[src/rtl/interrupt_controller.sv]
// interrupt_controller: edge-triggered, maskable, round-robin interrupt dispatcher with overrun tracking
// Ports: irqN active-low request lines; srcData packed per-source data words;
// maskWe/maskIn mask write; cpuAck dispatch acknowledge; ovClr overrun clear;
// cpuIrq/cpuIndex/cpuData current dispatch (index is source+1, 0 = none);
// pending/overrun per-source status flags.
module interrupt_controller #(
  parameter int NSRC = 4,
  parameter int DATA_W = 16
) (
  input  logic                   clk,
  input  logic                   rst,
  input  logic [NSRC-1:0]        irqN,
  input  logic [NSRC*DATA_W-1:0] srcData,
  input  logic                   maskWe,
  input  logic [NSRC-1:0]        maskIn,
  input  logic                   cpuAck,
  input  logic                   ovClr,
  output logic                   cpuIrq,
  output logic [3:0]             cpuIndex,
  output logic [DATA_W-1:0]      cpuData,
  output logic [NSRC-1:0]        pending,
  output logic [NSRC-1:0]        overrun
);
  localparam int SW = NSRC > 1 ? $clog2(NSRC) : 1;
  typedef enum logic [1:0] {IDLE, ACTIVE, GAP} state_t;
  state_t state, state_nx;
  logic [NSRC-1:0] irq_prev, armed, mask, fall, cand, clr;
  logic [DATA_W-1:0] hold_reg [NSRC];
  logic [SW-1:0] rr_ptr, sel, pick;
  logic found, ack;
  int idx;
  // armed stays low for a source that was held low through reset until it is seen high again
  assign fall = irq_prev & ~irqN & armed;
  assign cand = pending & ~mask;
  assign ack = state == ACTIVE && cpuAck;
  assign clr = ack ? NSRC'(1) << sel : '0;
  // lowest offset from rr_ptr wins, so scan offsets from the far end down
  always_comb begin
    pick = '0;
    found = 1'b0;
    idx = 0;
    for (int k = NSRC - 1; k >= 0; k--) begin
      idx = int'(rr_ptr) + k;
      if (idx >= NSRC) idx = idx - NSRC;
      if (cand[idx]) begin
        pick = SW'(idx);
        found = 1'b1;
      end
    end
  end
  always_comb begin
    state_nx = state == IDLE ? (found ? ACTIVE : IDLE) :
               state == ACTIVE ? (cpuAck ? GAP : ACTIVE) : IDLE;
  end
  always_ff @(posedge clk) begin
    if (rst) state <= IDLE;
    else state <= state_nx;
  end
  always_ff @(posedge clk) begin
    if (rst) begin
      irq_prev <= '1;
      armed <= irqN;
      pending <= '0;
      overrun <= '0;
      mask <= '0;
      rr_ptr <= '0;
      sel <= '0;
      cpuIrq <= 1'b0;
      cpuIndex <= '0;
      cpuData <= '0;
      for (int i = 0; i < NSRC; i++) hold_reg[i] <= '0;
    end else begin
      irq_prev <= irqN;
      armed <= armed | irqN;
      // a fresh edge on the source being acknowledged re-pends it without counting as overrun
      pending <= (pending & ~clr) | fall;
      overrun <= (ovClr ? '0 : overrun) | (fall & pending & ~clr);
      if (maskWe) mask <= maskIn;
      for (int i = 0; i < NSRC; i++)
        if (fall[i]) hold_reg[i] <= srcData[i*DATA_W +: DATA_W];
      if (state == IDLE && found) begin
        sel <= pick;
        cpuIrq <= 1'b1;
        cpuIndex <= 4'(pick) + 4'd1;
        cpuData <= hold_reg[pick];
      end
      if (ack) begin
        rr_ptr <= sel == SW'(NSRC - 1) ? '0 : sel + 1'b1;
        cpuIrq <= 1'b0;
        cpuIndex <= '0;
      end
    end
  end
endmodule

[config.mk]
export PLATFORM = sky130hd
export DESIGN_NAME = interrupt_controller
export DESIGN_NICKNAME = d
export VERILOG_FILES = /design/src/rtl/interrupt_controller.sv
export SDC_FILE = /design/constraint.sdc
export NUM_CORES = 1
export LEC_CHECK = 0
export CORE_UTILIZATION = 54
export DETAILED_ROUTE_END_ITERATION = 10
export PLACE_DENSITY = 0.85
export SLEW_MARGIN = 25
export SYNTH_ARGS = -nofsm -noshare
export SYNTH_HDL_FRONTEND = slang
export SYNTH_SLANG_ARGS = --single-unit
[constraint.sdc]
create_clock -name clk -period 3 [get_ports clk]
set_input_delay 0.3 -clock clk [delete_from_list [all_inputs] [get_ports clk]]
set_output_delay 0.3 -clock clk [all_outputs]
set_load 0.1 [all_outputs]
==> results.toml <==
[clocking]
post-cts-setup-buffer-count = 0
root_buffer = "clkbuf_8"
ctsHtreeMaxLevel = 3
cts_sinks = 110
path_clk_slew_ns = 0.10
worst_skew_pair.late_latency_ns = 0.37
hold_buffers = 0
cts_tree = "built"
cts_buffer_depth = 2
cts_resized = 0
cts_made_buffers = 9

[grt]
grt_usage_pct = 24.9
grt_max_degree = 33
antenna_found_initial = 0
grt_overflow_total = 0
grt_pass1_vias = 3292
grt_pass1_wl_um = 16100

[routing]
avgRoutedWirePerCell_um = 17.8
dr_wl_met2_um = 5410
via_per_inst = 5.60
highest_layer = "met4"
drt_first_pass_iters = 6
antenna_left = 0
drt_wl_total_um = 10500
num_vias = 3317
met3_length_um = 719
drt_iter0_markers = 217
met1_length_um = 4090
remaining_drc_errors = 0

[floorplan]
die_y_um = 94.3
dieArea_um2 = 8880
die_w_um = 94.3
io_pins = 106
initial_core_util_pct = 55.9
core_um2 = 8220
row_count = 33

[setup_path]
rrSetupSlack_ns = 0.84
path_max_fanout = 2
path_delay_family = "buffers and inverters"
r2r-start = "pending[2]"
setup.worst_path.end_class = "output pin"
startpoint_type = "flip-flop"
cp_num_buf_inv = 1
critPathMaxStageDelay_ns = 1.14
worstPathRequired_ns = 2.70
r2r_cells = 7
cpMaxStageDelayCell = "clkdlybuf4s50_1"
r2r-end = "cpuIndex[1]"
critical_path_class = "reg -> out"
worstPathArrival_ns = 1.87
worstPathCellList = "clkdlybuf4s50_1"

[timing]
fin_crit_ns = 2.17
tns_ns = 0
fin_ws_ns = 0.833
setup_viol_count_final = 0
final_max_slew_viol_count = 0
tightest_slew_ns = 0.973
skew_ns = 0.0149
hold_viol = 0
rsz0062_at_grt = "no"
max_freq_mhz = 462
maxSlewHeadroom_pct = 34.9
period_share_pct = 72.2
hold_ws_ns = 0.467

[status]
status = "finished, final reports clean"

[hold_path]
min_to = "overrun[0]"
hold_class = "reg -> reg"
hp-start = "overrun[0]"
holdPathStages = 2

[synthesis]
syn_area_um2 = 4600
ys.warnings.count = 0
synthArstFlopShare_pct = 0
postSynthCellCount = 385
synth_ff_type = "edfxtp_1"
ys_ff_latch = 110
ys_types = 43
syn-num-nets = 467
ys_seq_area_share_pct = 61.9
synth_edf_count = 64
syn_avg_cell_area_um2 = 11.9

[place]
dp.cells = 576
place_congestion = 0.804
port_buffers = 104
dp_slack_ns = 0.635
dp_hpwl_um = 7570

[finish]
num_antenna_cells = 0
fin_cells = 592
syn2layout_area_growth_pct = 27.3
final_nets = 564
drive_gt1_share_pct = 11.5
largest_reg_flops = 64

[job]
maxCapViolCount = 0

[power]
p_per_area_nw_per_um2 = 623
power.leakage_nw = 2.29
irDropWorstVdd_mv = 0.321
total_power_mw = 3.64
[cell usage in the layout (no fill, tap or decap), types with 2 or more instances in the layout]
cell type / count
a21o_1: 4
a21oi_1: 4
and2_1: 65
buf_4: 28
clkbuf_8: 9
clkdlybuf4s50_1: 81
clkinv_4: 2
dfxtp_1: 46
edfxtp_1: 64
ha_1: 5
inv_1: 6
inv_2: 2
mux2i_1: 23
nand2_1: 16
nand2b_1: 2
nand3_1: 53
nand3b_1: 5
nor2_1: 12
nor2_2: 2
nor3_1: 3
o2111ai_1: 16
o21ai_0: 8
o21ai_1: 3
or2_1: 4
or3_1: 2
[cells by family (layout without fill, tap and decap cells)]
logic type	count (synthesis)	in the layout	share of synthesized area (%)
AND/OR/NAND/NOR	174	174	21.6
flip-flops	110	110	61.9
AO/OA/AOI/OAI	41	41	6.72
buffers and inverters	31	133	3.32
multiplexers	23	23	5.01
adder cells (fa/ha/maj)	5	5	1.36
other	1	1	0.0816
[metrics by stage]
step	utilization (%)	instance area, um^2
3_3_place_gp	68.6	5630
2_1_floorplan	-	4600
3_5_place_dp	68.6	5630
6_report	71.2	5850
4_1_cts	71.2	5850
5_1_grt	71.2	5850
[cell type report]
| type | instances | area, um^2 |
|---|---|---|
| Tap cell | 105 | 131 |
| Timing Repair Buffer | 109 | 1020 |
| Fill cell | 582 | 2360 |
| Multi-Input combinational cell | 244 | 1610 |
| Inverter | 8 | 30.0 |
| Clock inverter | 5 | 63.8 |
| Sequential cell | 110 | 2840 |
| Clock buffer | 11 | 153 |
[power breakdown]
| group | switching (mW) | total (mW) | internal (mW) |
|---|---|---|---|
| sequential | 0.0726 | 1.81 | 1.73 |
| clock | 0.499 | 0.942 | 0.443 |
| combinational | 0.625 | 0.897 | 0.271 |
| total | 1.20 | 3.64 | 2.45 |
[worst max-delay path by stage]
stage	start	endpoint	slack, ns	cells past startpoint
2_1_floorplan	pending[0]	cpuIndex[1]	0.54	8
3_3_place_gp	rst	hold_reg[0][9]	0.73	4
3_5_place_dp	rst	hold_reg[1][12]	0.63	4
4_1_cts	cpuIrq	cpuIrq	0.82	1
5_1_grt	pending[2]	cpuIndex[1]	0.73	7
6_report	cpuData[1]	cpuData[1]	0.83	1
[cells in the mapped netlist, drive strengths merged (2+ instances only)]
library cell	count	area (um^2)
a211oi	2	20.0
a21o	4	30.0
a21oi	4	20.0
and2	65	407
buf	12	81.3
clkbuf	11	41.3
dfxtp	46	921
edfxtp	64	1920
ha	5	62.6
inv	8	30.0
mux2i	23	230
nand2	16	60.1
nand2b	3	26.3
nand3	54	283
nand3b	5	37.5
nor2	14	55.1
nor2b	3	28.8
nor3	3	15.0
o2111ai	16	140
o21ai	11	55.1
or2	4	25.0
or3	2	12.5
or3b	2	20.0
[per-layer routing]
layer	track usage, %	vias to the layer above
li1	-	1573
met1	30.5	1575
met2	42.5	141
met3	4.13	28
met4	12.2	0
met5	0	-
(Power assumes the default switching activity.)
